==> src/rtl/mips_pkg.sv <==
// Shared instruction-memory definitions: boot-loader state encoding and memory geometry.
package mips_pkg;

    localparam int INSTR_ADDRWIDTH  = 18;
    localparam int BOOT_VECTOR_ADDR = 0;

    typedef enum logic [2:0] {
        ST_IDLE,
        ST_HDR_PC,
        ST_HDR_LEN,
        ST_DATA,
        ST_CHECK,
        ST_DONE,
        ST_ERROR
    } loader_state_e;

endpackage

==> src/rtl/imem_loader_if.sv <==
// Boot loader bus: host byte stream and control in, instruction memory write port and status out.
interface imem_loader_if
    import mips_pkg::*;
#(
    parameter int ADDRWIDTH = INSTR_ADDRWIDTH
) ();

    logic                 start;
    logic                 in_valid;
    logic [7:0]           in_data;
    logic                 in_ready;
    logic                 mem_write;
    logic [ADDRWIDTH-1:0] mem_addr;
    logic [31:0]          mem_data;
    logic                 hold;
    logic                 done;
    logic                 error;

    // master: the loader itself; slave: host link plus memory/core side
    modport master (
        input  start, in_valid, in_data,
        output in_ready, mem_write, mem_addr, mem_data, hold, done, error
    );

    modport slave (
        output start, in_valid, in_data,
        input  in_ready, mem_write, mem_addr, mem_data, hold, done, error
    );

endinterface

==> src/rtl/byte_to_word.sv <==
// Little-endian byte-to-word assembler: word_valid pulses combinationally with the 4th accepted byte.
module byte_to_word (
    input  logic        clk,
    input  logic        rst,
    input  logic        byte_valid,
    input  logic [7:0]  byte_data,
    output logic [31:0] word,
    output logic        word_valid
);

    logic [1:0]  cnt;
    logic [23:0] sh;

    // Bytes shift in from the top so byte 0 ends up in the low lane.
    always_ff @(posedge clk) begin
        if (rst) begin
            cnt <= '0;
            sh  <= '0;
        end else if (byte_valid) begin
            cnt <= cnt + 2'd1;
            sh  <= {byte_data, sh[23:8]};
        end
    end

    assign word       = {byte_data, sh};
    assign word_valid = byte_valid && (cnt == 2'd3);

endmodule

==> src/rtl/imem_loader.sv <==
// Boot-time instruction memory writer: header (entry PC, count), program image, optional checksum.
// Optional CHECK state enabled by defining IMEM_LOADER_CHECKSUM_EN.
module imem_loader
    import mips_pkg::*;
#(
    parameter int ADDRWIDTH = INSTR_ADDRWIDTH,
    parameter int MAXWORDS  = (2 ** ADDRWIDTH) - 1
) (
    input  logic         clk,
    input  logic         rst,
    imem_loader_if.master bus
);

    localparam logic [31:0]          MAX_W     = 32'(MAXWORDS);
    localparam logic [ADDRWIDTH:0]   MEM_WORDS = {1'b1, {ADDRWIDTH{1'b0}}};
    localparam logic [ADDRWIDTH-1:0] BOOT_ADDR = ADDRWIDTH'(BOOT_VECTOR_ADDR);
`ifdef IMEM_LOADER_CHECKSUM_EN
    localparam bit CHK = 1'b1;
`else
    localparam bit CHK = 1'b0;
`endif

    loader_state_e        state, state_n;
    logic [ADDRWIDTH-1:0] base_q, base_n;
    logic [ADDRWIDTH-1:0] waddr_q, waddr_n;
    logic [ADDRWIDTH-1:0] left_q, left_n;
    logic                 mem_write_q, mem_write_n;
    logic [ADDRWIDTH-1:0] mem_addr_q, mem_addr_n;
    logic [31:0]          mem_data_q, mem_data_n;
    logic                 hold_q, hold_n;
    logic                 done_q, done_n;
    logic                 error_q, error_n;
`ifdef IMEM_LOADER_CHECKSUM_EN
    logic [31:0]          sum_q, sum_n;
`endif

    logic                 in_ready;
    logic                 accept;
    logic [31:0]          word;
    logic                 word_valid;
    logic [ADDRWIDTH:0]   end_w;

    assign in_ready = (state == ST_HDR_PC) || (state == ST_HDR_LEN) ||
                      (state == ST_DATA)   || (state == ST_CHECK);
    assign accept   = bus.in_valid && in_ready;

    byte_to_word u_b2w (
        .clk        (clk),
        .rst        (rst),
        .byte_valid (accept),
        .byte_data  (bus.in_data),
        .word       (word),
        .word_valid (word_valid)
    );

    // One past the last image word; only meaningful once COUNT <= MAXWORDS.
    assign end_w = {1'b0, base_q} + {1'b0, word[ADDRWIDTH-1:0]};

    always_comb begin
        state_n     = state;
        base_n      = base_q;
        waddr_n     = waddr_q;
        left_n      = left_q;
        mem_write_n = 1'b0;
        mem_addr_n  = mem_addr_q;
        mem_data_n  = mem_data_q;
        hold_n      = hold_q;
        done_n      = done_q;
        error_n     = error_q;
`ifdef IMEM_LOADER_CHECKSUM_EN
        sum_n       = sum_q;
`endif
        case (state)
            ST_IDLE: begin
                if (bus.start) state_n = ST_HDR_PC;
            end
            ST_DONE, ST_ERROR: begin
                if (bus.start) begin
                    state_n = ST_HDR_PC;
                    hold_n  = 1'b1;
                    done_n  = 1'b0;
                    error_n = 1'b0;
                end
            end
            ST_HDR_PC: begin
                if (word_valid) begin
                    // Word 0 holds the entry PC, so the image may not start there.
                    if (word[1:0] != 2'b00 || word[ADDRWIDTH+1:2] == '0) begin
                        state_n = ST_ERROR;
                        error_n = 1'b1;
                    end else begin
                        state_n     = ST_HDR_LEN;
                        base_n      = word[ADDRWIDTH+1:2];
                        mem_write_n = 1'b1;
                        mem_addr_n  = BOOT_ADDR;
                        mem_data_n  = word;
`ifdef IMEM_LOADER_CHECKSUM_EN
                        sum_n       = word;
`endif
                    end
                end
            end
            ST_HDR_LEN: begin
                if (word_valid) begin
`ifdef IMEM_LOADER_CHECKSUM_EN
                    sum_n = sum_q + word;
`endif
                    if (word > MAX_W || end_w > MEM_WORDS) begin
                        state_n = ST_ERROR;
                        error_n = 1'b1;
                    end else if (word == '0) begin
                        if (CHK) begin
                            state_n = ST_CHECK;
                        end else begin
                            state_n = ST_DONE;
                            hold_n  = 1'b0;
                            done_n  = 1'b1;
                        end
                    end else begin
                        state_n = ST_DATA;
                        waddr_n = base_q;
                        left_n  = word[ADDRWIDTH-1:0];
                    end
                end
            end
            ST_DATA: begin
                if (word_valid) begin
                    mem_write_n = 1'b1;
                    mem_addr_n  = waddr_q;
                    mem_data_n  = word;
                    waddr_n     = waddr_q + 1'b1;
                    left_n      = left_q - 1'b1;
`ifdef IMEM_LOADER_CHECKSUM_EN
                    sum_n       = sum_q + word;
`endif
                    if (left_q == ADDRWIDTH'(1)) begin
                        if (CHK) begin
                            state_n = ST_CHECK;
                        end else begin
                            state_n = ST_DONE;
                            hold_n  = 1'b0;
                            done_n  = 1'b1;
                        end
                    end
                end
            end
`ifdef IMEM_LOADER_CHECKSUM_EN
            ST_CHECK: begin
                if (word_valid) begin
                    if (word == sum_q) begin
                        state_n = ST_DONE;
                        hold_n  = 1'b0;
                        done_n  = 1'b1;
                    end else begin
                        state_n = ST_ERROR;
                        error_n = 1'b1;
                    end
                end
            end
`endif
            default: state_n = ST_IDLE;
        endcase
    end

    always_ff @(posedge clk) begin
        if (rst) begin
            state       <= ST_IDLE;
            base_q      <= '0;
            waddr_q     <= '0;
            left_q      <= '0;
            mem_write_q <= 1'b0;
            mem_addr_q  <= '0;
            mem_data_q  <= '0;
            hold_q      <= 1'b1;
            done_q      <= 1'b0;
            error_q     <= 1'b0;
`ifdef IMEM_LOADER_CHECKSUM_EN
            sum_q       <= '0;
`endif
        end else begin
            state       <= state_n;
            base_q      <= base_n;
            waddr_q     <= waddr_n;
            left_q      <= left_n;
            mem_write_q <= mem_write_n;
            mem_addr_q  <= mem_addr_n;
            mem_data_q  <= mem_data_n;
            hold_q      <= hold_n;
            done_q      <= done_n;
            error_q     <= error_n;
`ifdef IMEM_LOADER_CHECKSUM_EN
            sum_q       <= sum_n;
`endif
        end
    end

    assign bus.in_ready  = in_ready;
    assign bus.mem_write = mem_write_q;
    assign bus.mem_addr  = mem_addr_q;
    assign bus.mem_data  = mem_data_q;
    assign bus.hold      = hold_q;
    assign bus.done      = done_q;
    assign bus.error     = error_q;

endmodule

==> src/flat_wrapper.sv <==
// flat-port wrapper written by rule: the top's interface ports become plain ports
module imem_loader_flat import mips_pkg::*;
#(
    parameter int ADDRWIDTH = INSTR_ADDRWIDTH,
    parameter int MAXWORDS  = (2 ** ADDRWIDTH) - 1
)
  (clk, rst, bus_start, bus_in_valid, bus_in_data, bus_in_ready, bus_mem_write, bus_mem_addr, bus_mem_data, bus_hold, bus_done, bus_error);
  imem_loader_if #(.ADDRWIDTH(ADDRWIDTH)) bus_i ();
  input  logic clk;
  input  logic rst;
  input wire logic [$bits(bus_i.start)-1:0] bus_start;
  input wire logic [$bits(bus_i.in_valid)-1:0] bus_in_valid;
  input wire logic [$bits(bus_i.in_data)-1:0] bus_in_data;
  output wire logic [$bits(bus_i.in_ready)-1:0] bus_in_ready;
  output wire logic [$bits(bus_i.mem_write)-1:0] bus_mem_write;
  output wire logic [$bits(bus_i.mem_addr)-1:0] bus_mem_addr;
  output wire logic [$bits(bus_i.mem_data)-1:0] bus_mem_data;
  output wire logic [$bits(bus_i.hold)-1:0] bus_hold;
  output wire logic [$bits(bus_i.done)-1:0] bus_done;
  output wire logic [$bits(bus_i.error)-1:0] bus_error;
  assign bus_i.start = bus_start;
  assign bus_i.in_valid = bus_in_valid;
  assign bus_i.in_data = bus_in_data;
  assign bus_in_ready = bus_i.in_ready;
  assign bus_mem_write = bus_i.mem_write;
  assign bus_mem_addr = bus_i.mem_addr;
  assign bus_mem_data = bus_i.mem_data;
  assign bus_hold = bus_i.hold;
  assign bus_done = bus_i.done;
  assign bus_error = bus_i.error;
  imem_loader #(.ADDRWIDTH(ADDRWIDTH), .MAXWORDS(MAXWORDS)) u_core (.clk(clk), .rst(rst), .bus(bus_i));
endmodule
==> config.mk <==
export PLATFORM = sky130hd
export DESIGN_NAME = imem_loader_flat
export DESIGN_NICKNAME = d
export VERILOG_FILES = /design/src/rtl/mips_pkg.sv /design/src/rtl/imem_loader_if.sv /design/src/rtl/byte_to_word.sv /design/src/rtl/imem_loader.sv /design/src/flat_wrapper.sv
export SDC_FILE = /design/constraint.sdc
export NUM_CORES = 1
export LEC_CHECK = 0
export BUFFER_PORTS_ARGS = -buffer_cell sky130_fd_sc_hd__buf_2
export CORE_MARGIN = 2
export CORE_UTILIZATION = 48
export DETAILED_ROUTE_END_ITERATION = 8
export PLACE_DENSITY = 0.67
export SYNTH_ARGS = -nofsm -noshare
export SYNTH_HDL_FRONTEND = slang
export SYNTH_HIERARCHICAL = 1
export SYNTH_SLANG_ARGS = --single-unit
export TNS_END_PERCENT = 30
==> constraint.sdc <==
create_clock -name clk -period 6.7 [get_ports clk]
set_input_delay 1.34 -clock clk [delete_from_list [all_inputs] [get_ports clk]]
set_output_delay 1.34 -clock clk [all_outputs]
set_load 0.02 [all_outputs]
## Yosys cells after proc, flatten, opt, wreduce, memory -nomap -nowiden

Cells that the tools add are included.

- Register bits after elaboration: 137
- Latch bits: 0
- Memory bits (writable): 0
- Bits in read-only memories: 0
- Input port bits: 12
- Output and inout port bits: 55
- Logic and storage cells: 112
- Memories kept: 0

- $add $sub $neg: 4
- $mul: 0
- Divide/modulo/power cells: 0
- Order comparisons: 2
- Equality and inequality tests: 20
- Shifts and indexed selects: 0
- Multiplexer cells: 50
- Bitwise operators: 1
- Reductions and logical operators: 23

Operators by type and width:

| cell | number |
|---|---|
| $mux W18 | 11 |
| $pmux W18 S2 | 3 |
| $mux W32 | 3 |
| $pmux W32 S2 | 1 |
| $gt A32 B18 Y1 const B | 1 |
| $logic_not A32 Y1 | 1 |
| $mux W3 | 8 |
| $ne A2 B2 Y1 const B | 11 |
| $add A18 B18 Y19 | 1 |
| $gt A19 B19 Y1 const B | 1 |
| $mux W1 | 19 |
| $add A18 B1 Y18 const B | 1 |
| $eq A18 B1 Y1 const B | 1 |
| $logic_not A18 Y1 | 1 |
| $sub A18 B1 Y18 const B | 1 |
| $pmux W3 S4 | 1 |
| $reduce_and A5 Y1 | 2 |
| $eq A3 B3 Y1 const B | 3 |
| $pmux W1 S3 | 3 |
| $reduce_and A7 Y1 | 1 |
| $eq A3 B2 Y1 const B | 2 |
| $reduce_and A6 Y1 | 1 |
| $reduce_bool A2 Y1 | 3 |
| $reduce_bool A3 Y1 | 2 |
| 13 further kinds | 18 |

## Longest topological paths before layout

Gate-level depths: netlist of the first run.

- Depth after elaboration: 8
- Gate-level depth with buffers: 15
- Mapped depth without buffers: 12

## Cells and area by module

The synthesis of the first run kept the hierarchy.

By module, submodules not included:

| module | times used | cells an instance | area each (µm²) | seq. area each (µm²) |
|---|---|---|---|---|
| imem_loader | 1 | 854 | 6454.9 | 2222.1 |
| byte_to_word | 1 | 94 | 1023.5 | 520.5 |

## Worst setup path before layout of the first run

OpenSTA, ideal clock, no wires.

- Path kind: input to register
- Start: in bus_in_valid
- End: reg u_core.waddr_q[10]
- Library setup time: 0.117 ns
- Arrival time: 3.436 ns
- Data required time: 6.583 ns
- Setup slack: 3.146 ns
- Cell stages on the path: 11
- Buffers on the path: 4
- Cells stage by stage: and2_1 buf_6 buf_12 and2_1 clkbuf_1 nand2_1 or3_1 o21ai_1 clkbuf_1 o21ai_1 a32o_1

- Cells in the longest elaborated chain, start to end: 4
- Elaborated cells on any way between the ends: 5
- Classes of those cells: eq/ne: 2; reduce/logical: 3

Ends and longest elaborated chain:

| item | RTL line | RTL |
|---|---|---|
| from (decl) | flat_wrapper.sv:12 | `input wire logic [$bits(bus_i.in_valid)-1:0] bus_in_valid;` |
| $logic_and A1 B1 Y1 * | imem_loader.sv:45 | `assign accept = bus.in_valid && in_ready;` |
| $logic_and A1 B1 Y1 * | byte_to_word.sv:26 | `assign word_valid = byte_valid && (cnt == 2'd3);` |
| named net u_core.word_valid | imem_loader.sv:40 | `logic word_valid;` |
| $ne A2 B2 Y1 (no line) | n/a |  |
| $reduce_and A5 Y1 (no line) * | n/a |  |
| to (signal assigned) | imem_loader.sv:183 | `waddr_q <= waddr_n;` |
| to (decl) | imem_loader.sv:25 | `logic [ADDRWIDTH-1:0] waddr_q, waddr_n;` |

Mark *: on every way through the listed nets, which the timed path passes. The rest lies on a longest branch.
A chain may end at the register's enable or synchronous reset.

## Worst setup path in the final report of the first run

- Start: reg u_core.state[0]
- End: reg u_core.waddr_q[5]

- Cells in the longest elaborated chain, start to end: 8
- Elaborated cells on any way between the ends: 16
- Classes of those cells: eq/ne: 8; mux: 1; reduce/logical: 7

Ends and longest elaborated chain:

| item | RTL line | RTL |
|---|---|---|
| from (decl) | imem_loader.sv:23 | `loader_state_e state, state_n;` |
| from (signal assigned) | imem_loader.sv:181 | `state <= state_n;` |
| $eq A3 B1 Y1 or $eq A3 B2 Y1 (tied branches) | imem_loader.sv:43 | `assign in_ready = (state == ST_HDR_PC) \|\| (state == ST_HDR_LEN) \|\|` |
| $logic_or A1 B1 Y1 (2 in a row) | imem_loader.sv:43 |  |
| $logic_or A1 B1 Y1 * | imem_loader.sv:44 | `(state == ST_DATA) \|\| (state == ST_CHECK);` |
| $logic_and A1 B1 Y1 * | imem_loader.sv:45 |  |
| named net u_core.accept | imem_loader.sv:38 | `logic accept;` |
| $logic_and A1 B1 Y1 * | byte_to_word.sv:26 |  |
| named net u_core.word_valid | imem_loader.sv:40 |  |
| $ne A2 B2 Y1 (no line) | n/a |  |
| $reduce_and A5 Y1 (no line) * | n/a |  |

Marks and branches as above.

==> summary.txt, run 1 <==
Routing
  – Routed WL: 20770 um
  – Initial DRC Count: 742
  – Vias per inst: 5.982
  – Wirelength per Cell: 17.71 um
  – DRC errors left: 0
  – Overall via count from detail_route: 7017
  – Antenna viol nets, final: 0
  – TritonRoute pass-1 iters: 5

Global route
  – GR Util met2: 0.4052
  – GRT Util Overall: 0.2532
  – Met1 Use GR: 0.3456
  – Largest net degree at the start of global routing: 77
  – First-pass GRT wire length: 33020 um
  – Antenna violations before repair: 0
  – GRT met3 Usage: 0.03909
  – Busiest grt layer: met2
  – Congestion Overflow GR: 0
  – Vias in the first global route: 6232

CTS
  – CTS resizes: 0
  – Number of buffers created by CTS: 17
  – TritonCTS clock tree: built
  – CTS clk-pin slew, worst paths: 60 ps
  – Post-CTS Setup Inserts: 0
  – Clk Tree Root Cell: clkbuf_16
  – H-tree depth: 4
  – Skew-Pair Late Insertion Delay: 430 ps
  – Clock Tree Buf Depth: 2
  – Hold Buf Count CTS: 0
  – TritonCTS Sinks: 137

Synth
  – Sequential fraction of the synthesis area: 0.3667
  – Share of the synthesized area in the top cell type: 0.3667
  – Synth Register Bits: 137
  – Syn_area_per_cell: 7.889 um^2
  – Synth top area cells: dfxtp_1 (37%), a21oi_1 (9.5%), nand2_1 (8.7%)
  – YS warnings: 6
  – Post-synth EDFFs: 0
  – Synth Instances: 948
  – Post-synth top flop: dfxtp_1
  – Synth async-reset ratio: 0
  – Synth Net Count: 983
  – Unique masters post-synth: 72
  – Synth Cell Area: 7478 um^2
  – Post-synth top area cell: dfxtp_1

Final layout
  – FILL cells: 1488
  – Final Instance Area: 8302 um^2
  – Finished Core Util: 0.5461
  – Register area: 2743 um^2
  – Ant. Diodes: 0
  – Layout cells sized above 1: 0.1482
  – Nets@finish: 1007
  – Multi-input gate area: 4324 um^2
  – Area Overhead vs Synth: 11.01%

Placed design
  – DP Area: 7762 um^2
  – Routability cong.: 0.8816
  – IO buf count: 66
  – Detailed Place HPWL: 14020 um
  – Place WS: 2054 ps

STA
  – Final cycle utilization of the critical path: 0.6738
  – Fmax: 221.5 MHz
  – TNS Setup: 0 ps
  – RSZ-0062 raised after global routing: no
  – Slew Viols, Final: 0
  – Final hold vios: 0
  – Final setup margin: 2185 ps
  – Clk_skew: 11.34 ps
  – Worst slew pin tran: 1120 ps
  – Worst hold slack: 446.9 ps
  – Final setup vio count: 0
  – Minimum clock period: 4515 ps
  – Slew margin rel.: 0.2486

Critical path
  – Worst reg2reg setup slack: 2190 ps
  – R2R cell count: 11
  – Setup CP Type: flip-flop to flip-flop
  – Critical Path Start Type: flip-flop
  – Crit path capture type: flip-flop
  – CP peak stage delay: 870 ps
  – Crit Path Max Fanout: 27
  – Critical path cell sequence: nor2_1 -> xnor2_1 -> and2_1 -> buf_4 -> and2_1 -> nand2_1 -> or3_1 -> o21ai_1 -> nor2_2 -> buf_4 -> o32ai_2
  – Crit path max-delay family: simple AND/OR/NAND/NOR gates
  – CP Buf/Inv Count: 2
  – Crit path DAT: 4860 ps
  – Required time of the critical path: 7040 ps
  – CP Depth: 11
  – Critical path's slowest cell: o21ai_1

Power
  – Net load switching power: 0.5391 mW
  – Sw frac: 0.2788
  – Clock Power Share: 0.443
  – Gate power share: 0.106
  – Pint: 1.395 mW
  – Reg power frac: 0.451
  – Power density cells: 233.0 nW/um^2
  – Leakage: 3.100 nW
  – Max VDD drop: 198.2 uV

Floorplanning
  – Starting Density: 0.4919
  – Die H: 128.8 um
  – Die area: 16590 um^2
  – Die width: 128.8 um
  – IO Pins: 67
  – Row cnt: 45
  – Core area: 15200 um^2

Run
  – Max-Cap Viols: 0

Status
  – Status: complete, no violations

Min path
  – Hold path cells: 2
  – Hold Crit Class: flip-flop to flip-flop
## layout make-up
| cell class | instances | area share |
|---|---|---|
| flip-flops and latches | 137 | 0.3304 |
| clock buffers | 19 | 0.05335 |
| multi-input cells | 727 | 0.5209 |
| well taps | 188 | 0.02833 |
| repair buffers | 77 | 0.05004 |
| inverters | 12 | 0.005426 |
| clock inverters | 13 | 0.01161 |
## worst min-delay path, cell delays in order (launching register included)
cell and delay (ps):
dfxtp_1 310, nand2_1 50, a21oi_1 50
## synth_stat cells, drive strengths merged, types with 12 or more instances
cell type and count:
a21oi 143, and3 14, buf 21, clkbuf 51, dfxtp 137, ha 22
inv 12, mux2i 26, nand2 174, nand3 36, nor2 84, nor3 35
o21ai 21, o32ai 18
## power by group through the flow
stage / combinational (mW) / sequential (mW) / clock (mW)
after detailed placement: 0.200 / 0.889 / 0
after global placement: 0.198 / 0.889 / 0
after CTS: 0.201 / 0.871 / 0.868
after global routing: 0.221 / 0.875 / 0.907
after floorplan: 0.187 / 0.865 / 0
final: 0.205 / 0.873 / 0.856
## path summary, 6_finish.rpt
kind | startpoint | endpoint
setup reg to reg | u_core/state[0] | u_core/waddr_q[5]
hold reg to reg | u_core/bus.mem_data[12] | u_core/bus.mem_data[12]
hold / removal | u_core/bus.mem_data[12] | u_core/bus.mem_data[12]
setup / recovery | u_core/state[0] | u_core/waddr_q[5]
## flip-flops by register name (all words and copies together) (netlist names), 2 cells and up
register,cells
u_core/base_q,18
u_core/bus.mem_addr,18
u_core/bus.mem_data,32
u_core/left_q,18
u_core/state,3
u_core/u_b2w/cnt,2
u_core/u_b2w/sh,24
u_core/waddr_q,18
## through the flow
step	std cells	power (mW)
finish	1173	1.934
global route	1173	2.003
CTS	1173	1.940
detailed placement	1141	1.090
global placement	1141	1.087
floorplan	948	1.052
## layer usage
layer | up-vias | wire length, um
met1 | 3320 | 9414
met2 | 217 | 9758
li1 | 3452 | -
met4 | 0 | 444
met3 | 28 | 1155
met5 | - | 0
## cells by family after synthesis
kind of cell,count (synthesis),share of synthesized area
buffers and inverters,84,0.05571
muxes,26,0.03480
DFF,137,0.3667
xor gates and xnor gates,9,0.01054
and+or+nand+nor,408,0.2516
AOI/OAI and AO/OA,261,0.2411
adders and majority gates,23,0.03948
## cell usage in the layout (no fill, tap or decap), drive strengths merged, types with 18 or more instances in the layout
cell type  count
a21oi        143
buf           77
clkbuf        19
dfxtp        137
ha            22
mux2i         26
nand2        174
nand3         36
nor2          84
nor3          35
o21ai         21
o32ai         18
(Power assumes the default switching activity.)
==> run 2: changes to the inputs <==
ABC_AREA = 1   (was unset)
PLACE_DENSITY = 0.66   (was 0.67)
clock period = 4.7 ns   (was 6.7 ns; I/O delays follow)
==> run 2 against run 1 <==
Net effect:
- sequential power up 70%
- core utilization down 0.16 points
- register-to-register slack worse by 1300 ps
- wire length down 0.28%
- setup slack worse by 1300 ps
- sequential share of layout area down 0.98 points
- clock skew down 5.8 ps
- power up 100%
- largest power group unchanged
- highest routed layer unchanged
==> summary.txt, run 2 <==
Min path
  – Hold Crit Class: flip-flop to flip-flop
  – Worst hold start: u_core/bus.error

Synth
  – Post-synth EDFFs: 0
  – Post-synthesis compound-gate area fraction: 0.1402
  – YS warnings: 6
  – Share of the synthesized area in the top cell type: 0.3586
  – Sequential fraction of the synthesis area: 0.3586
  – Syn_area_per_cell: 6.357 um^2
  – Synth Cell Area: 7647 um^2
  – Unique masters post-synth: 38
  – Adder-cell area share of the yosys netlist: 0.03861
  – Synth Net Count: 1238
  – Portion of netlist area occupied by mux cells: 0
  – Most frequent cell after synthesis: nand2_1
  – Largest family of logic cells by synthesized area: simple AND/OR/NAND/NOR gates
  – Xor/xnor cell area share of the yosys netlist: 0.01145
  – Post-synth top area cell: dfxtp_1
  – Commonest cells post-synth: nand2_1 (284), nor2_1 (235), dfxtp_1 (137), inv_1 (127), a21oi_1 (101)
  – Post-synth top flop: dfxtp_1
  – Synth Instances: 1203
  – Synth Register Bits: 137
  – Simple-gate share of the synthesized area: 0.3398
  – Synth top area cells: dfxtp_1 (36%), nand2_1 (14%), nor2_1 (12%)
  – Synth async-reset ratio: 0

Final layout
  – Nets@finish: 1272
  – Area Overhead vs Synth: 11.88%
  – Most frequent cells in the layout: nand2_1 (284), nor2_1 (233), dfxtp_1 (137)
  – Commonest non-fill, non-tap cell in the layout: nand2_1
  – Ant. Diodes: 0
  – Max FFs per register: 32
  – Layout cells sized above 1: 0.1016

Floorplanning
  – Core area: 15710 um^2
  – Die H: 130.2 um
  – Die area: 16960 um^2
  – Starting Density: 0.4867
  – Die width: 130.2 um
  – Row cnt: 46
  – IO Pins: 67

Critical path
  – CP Depth: 19
  – Worst reg2reg setup slack: 900 ps
  – Crit path max-delay family: simple AND/OR/NAND/NOR gates
  – Critical path's slowest cell: dfxtp_1
  – Critical path cell sequence: ha_1 -> inv_1 -> fa_1 -> inv_1 -> nand3_1 -> nand3_1 -> nand3_1 -> nor2_1 -> nand2_1 -> nor2_1 -> nand2_1 -> nor2_1 -> nand3_1 -> nand2_1 -> nand3_2 -> nand2_4 -> nand2_2 -> nand2_1 -> a21oi_1
  – Setup CP Type: flip-flop to flip-flop
  – Crit path capture type: flip-flop
  – Worst Setup SP: u_core/u_b2w/sh[0]
  – Start of the worst register-to-register path: u_core/u_b2w/sh[0]
  – Worst setup path endpoint: u_core/left_q[2]
  – Critical Path Start Type: flip-flop
  – Required time of the critical path: 4990 ps
  – Crit path DAT: 4090 ps
  – Worst reg2reg endpoint: u_core/left_q[2]
  – Crit Path Max Fanout: 52
  – CP peak stage delay: 460 ps
  – CP Buf/Inv Count: 2
  – R2R cell count: 19

Placed design
  – Detailed Place HPWL: 14540 um
  – IO buf count: 66
  – Routability cong.: 0.9041

Routing
  – Routed WL: 20710 um
  – Wirelength per Cell: 14.13 um
  – Vias per inst: 5.145
  – DRC errors left: 0
  – TritonRoute pass-1 iters: 7
  – Antenna viol nets, final: 0
  – Overall via count from detail_route: 7543
  – Initial DRC Count: 555

STA
  – Final hold vios: 0
  – Final setup vio count: 0
  – Slew Viols, Final: 0
  – RSZ-0062 raised after global routing: no
  – Slew margin rel.: 0.3129
  – Clk_skew: 5.545 ps
  – Final cycle utilization of the critical path: 0.8086
  – Minimum clock period: 3800 ps
  – TNS Setup: 0 ps
  – Worst slew pin tran: 1028 ps
  – Fmax: 263.1 MHz

Global route
  – Congestion Overflow GR: 0
  – Antenna violations before repair: 0
  – Vias in the first global route: 6722
  – First-pass GRT wire length: 33760 um
  – GRT Util Overall: 0.2553
  – Largest net degree at the start of global routing: 53

Power
  – Pint: 2.463 mW
  – Net load switching power: 1.459 mW
  – Sw frac: 0.3719
  – Gate power share: 0.290
  – Clock Power Share: 0.332
  – Max VDD drop: 414.3 uV
  – Reg power frac: 0.378
  – Total power: 3.922 mW
  – Power density cells: 458.4 nW/um^2
  – Leakage: 3.797 nW

CTS
  – TritonCTS Sinks: 137
  – CTS resizes: 0
  – Number of buffers created by CTS: 17
  – Clk Tree Root Cell: clkbuf_16
  – Hold Buf Count CTS: 0
  – H-tree depth: 4
  – Skew-Pair Late Insertion Delay: 420 ps
  – Post-CTS Setup Inserts: 0
  – Clock Tree Buf Depth: 2
  – TritonCTS clock tree: built
  – CTS clk-pin slew, worst paths: 60 ps

Status
  – Status: complete, no violations

Run
  – Max-Cap Viols: 0
## run 2: final cells by class
type,instances,area [um^2]
inverters,130,488.0
clock buffers,23,498.0
repair buffers,75,397.9
multi-input cells,876,4070
clock inverters,9,88.84
fillers,1645,7157
flip-flops and latches,137,2743
well taps,216,270.3
## run 2: worst min-delay path by stage
stage / end / slack (ps) / cells after the start
after global routing: u_core/bus.mem_addr[6] / 470 / 2
after floorplan: u_core/base_q[10] / 440 / 2
final: u_core/bus.error / 450 / 2
after global placement: u_core/bus.error / 430 / 2
after CTS: u_core/bus.error / 460 / 2
after detailed placement: u_core/bus.error / 450 / 2
## run 2: worst min-delay path, cell delays in order, from the launching register on
cell and delay, ps:
dfxtp_1 310, inv_1 50, a21oi_1 60
## run 2: metal layers
layer | global-route usage | vias up | part of all wire
met5 | 0 | - | 0
met3 | 0.04920 | 37 | 0.046
met2 | 0.4219 | 202 | 0.47
li1 | - | 3897 | -
met4 | 0.09108 | 0 | 0.024
met1 | 0.3334 | 3407 | 0.46
## run 2: power by group through the flow
stage / Combinational [mW] / Sequential, mW / Clock [mW]
after floorplan: 0.940 / 1.41 / 0
after global placement: 1.12 / 1.50 / 0
after detailed placement: 1.12 / 1.50 / 0
after CTS: 1.13 / 1.47 / 1.33
after global routing: 1.30 / 1.49 / 1.38
final: 1.14 / 1.48 / 1.30
## run 2: cell families (layout without fill, tap and decap cells)
group,Yosys count,count (layout)
and+or+nand+nor,637,637
AOI/OAI and AO/OA,206,206
buffers and inverters,190,237
DFF,137,137
adders and majority gates,23,23
xor gates and xnor gates,10,10
## run 2: per-stage QoR
step                      setup WS [ps]  utilization  hold slack (ps)  instances  instance area (um^2)
after floorplan                    1737            -            443.2       1203                  7647
after global placement            949.6       0.5072            434.7       1434                  7969
after detailed placement          948.8       0.5072            447.1       1434                  7969
after CTS                         933.0       0.5445            457.0       1466                  8556
after global routing              470.2       0.5445            474.1       1466                  8556
final                             899.7       0.5445            454.6       1466                  8556
==> run 3: changes to the inputs <==
clock period = 3.5 ns   (was 4.7 ns; I/O delays follow)
==> run 3 against run 2 <==
Net effect:
- via count is 1.6% higher
- clock power is 42% higher
- maximum frequency is 20% higher
- clock skew is 2.2 ps higher
- wire length is 1.9% higher
- setup slack worse by 570 ps
- largest power group unchanged
==> summary.txt, run 3 (same netlist as run 2, synthesis figures left out) <==
Min path
  – Hold Crit Class: flip-flop to flip-flop
  – Hold path cells: 2
  – Worst hold start: u_core/bus.mem_addr[11]
  – Sink of the worst hold path: u_core/bus.mem_addr[11]

STA
  – Final setup margin: 332.1 ps
  – Minimum clock period: 3168 ps
  – Slew Viols, Final: 0
  – Worst slew pin tran: 643.2 ps
  – Final setup vio count: 0
  – Slew margin rel.: 0.5707
  – Final hold vios: 0
  – RSZ-0062 raised after global routing: no
  – Clk_skew: 7.768 ps
  – Final cycle utilization of the critical path: 0.9051
  – TNS Setup: 0 ps
  – Worst hold slack: 456.0 ps
  – Fmax: 315.7 MHz

Critical path
  – Setup CP Type: flip-flop to flip-flop
  – Start of the worst register-to-register path: u_core/u_b2w/sh[0]
  – Cell mode on critical path: nand3_1
  – Critical path cell sequence: ha_1 -> inv_1 -> fa_1 -> inv_1 -> nand3_1 -> nand3_1 -> nand3_1 -> nor2_1 -> nand2_1 -> nor2_1 -> nand2_1 -> nor2_1 -> nand3_1 -> nand2_1 -> nand3_2 -> nand2_4 -> buf_6 -> nand3_1 -> a21oi_1
  – Crit Path Max Fanout: 22
  – Worst reg2reg endpoint: u_core/waddr_q[8]
  – Worst reg2reg setup slack: 330 ps
  – Required time of the critical path: 3850 ps
  – Crit path capture type: flip-flop
  – Critical Path Start Type: flip-flop
  – R2R cell count: 19
  – CP peak stage delay: 400 ps
  – Crit path DAT: 3520 ps
  – Critical path's slowest cell: dfxtp_2

Routing
  – TritonRoute pass-1 iters: 7
  – Metal2 WL: 9913 um
  – Top routing layer in use: met4
  – Wirelength per Cell: 14.21 um
  – Post-route met1 wirelength: 9537 um
  – Antenna viol nets, final: 0
  – DRC errors left: 0
  – Initial DRC Count: 666
  – Routed WL: 21100 um
  – Vias per inst: 5.158
  – Overall via count from detail_route: 7660
  – Met3 WL: 1050 um

Global route
  – Congestion Overflow GR: 0
  – GRT Util Overall: 0.2553
  – First-pass GRT wire length: 33850 um
  – Antenna violations before repair: 0
  – Vias in the first global route: 6808
  – Largest net degree at the start of global routing: 53

CTS
  – Clk Tree Root Cell: clkbuf_16
  – Skew-Pair Late Insertion Delay: 430 ps
  – Number of buffers created by CTS: 17
  – H-tree depth: 4
  – Clock Tree Buf Depth: 2
  – CTS clk-pin slew, worst paths: 60 ps
  – Post-CTS Setup Inserts: 0
  – TritonCTS Sinks: 137
  – TritonCTS clock tree: built

Floorplanning
  – Die area: 16960 um^2
  – Core area: 15710 um^2
  – Starting Density: 0.4867
  – Die width: 130.2 um
  – Die H: 130.2 um
  – IO Pins: 67
  – Row cnt: 46

Final layout
  – Ant. Diodes: 0
  – Non-filler cells, final: 1485
  – Area Overhead vs Synth: 14.14%
  – Nets@finish: 1291
  – Max FFs per register: 32
  – Most frequent cells in the layout: nand2_1 (284), nor2_1 (233), dfxtp_1 (136)
  – Commonest non-fill, non-tap cell in the layout: nand2_1
  – Layout cells sized above 1: 0.1143
  – Finished Core Util: 0.5555

Run
  – Max-Cap Viols: 0

Placed design
  – IO buf count: 66
  – Place WS: 77.19 ps
  – Post-Place Cells: 1453
  – Detailed Place HPWL: 15150 um
  – Routability cong.: 0.9227

Status
  – Status: complete, no violations

Power
  – Power density cells: 626.9 nW/um^2
  – Leakage: 3.912 nW
  – Max VDD drop: 435.7 uV
==> run 3: cell types whose count changed in the layout (fill, tap and decap cells not counted), sizes merged <==
cell,previous run,this run
buf,75,94
clkinvlp,3,1
bufinv,1,3
clkinv,5,6
clkbuf,23,22
==> run 3: per-stage QoR <==
| step | cell area, um^2 | power, mW |
|---|---|---|
| finish | 8728 | 5.472 |
| floorplan | 7647 | 3.158 |
| global placement | 8112 | 3.617 |
| global route | 8728 | 5.782 |
| CTS | 8718 | 5.465 |
| detailed placement | 8112 | 3.620 |
==> run 3: worst max-delay path: cells and delay by family (launching register included) <==
family	cells	cell delay, ps
adders and majority gates	2	650
AOI/OAI and AO/OA	1	150
buffers and inverters	3	410
and+or+nand+nor	13	1460
DFF	1	400
==> run 3: final cells by class <==
cell class | instances | area [um^2]
sequential | 137 | 2744
multi-input combinational | 876 | 4075
inverter | 130 | 488.0
fill | 1602 | 6984
timing repair buffer | 94 | 544.3
clock inverter | 10 | 142.6
clock buffer | 22 | 464.2
tap | 216 | 270.3
==> run 3: how the worst max path moves through the flow <==
stage	startpoint	end	slack, ps
finish	u_core/u_b2w/sh[0]	u_core/waddr_q[8]	330
global route	u_core/u_b2w/sh[0]	u_core/waddr_q[6]	60
CTS	u_core/u_b2w/sh[0]	u_core/waddr_q[1]	80
detailed placement	u_core/u_b2w/sh[0]	u_core/waddr_q[1]	80
global placement	u_core/u_b2w/sh[0]	u_core/waddr_q[4]	120
floorplan	u_core/state[1]	u_core/state[0]	540
==> run 3: timing repair <==
item / in CTS / in global routing
resized for setup: 0 / 3
hold buffers: 0 / 0
setup endpoints to repair: 0 / 26
==> run 3: report_power, final <==
part	total [mW]	internal (mW)	leakage [nW]	switching [mW]
Sequential	1.89	1.71	1.11	0.178
Clock	1.84	1.16	0.295	0.681
Combinational	1.74	0.605	2.51	1.14
Total	5.47	3.48	3.91	1.99
==> run 3: routing by layer <==
| layer | up-vias | GRT usage |
|---|---|---|
| li1 | 3930 | - |
| met1 | 3449 | 0.3305 |
| met2 | 236 | 0.4281 |
| met3 | 45 | 0.04100 |
| met4 | 0 | 0.09867 |
| met5 | - | 0 |
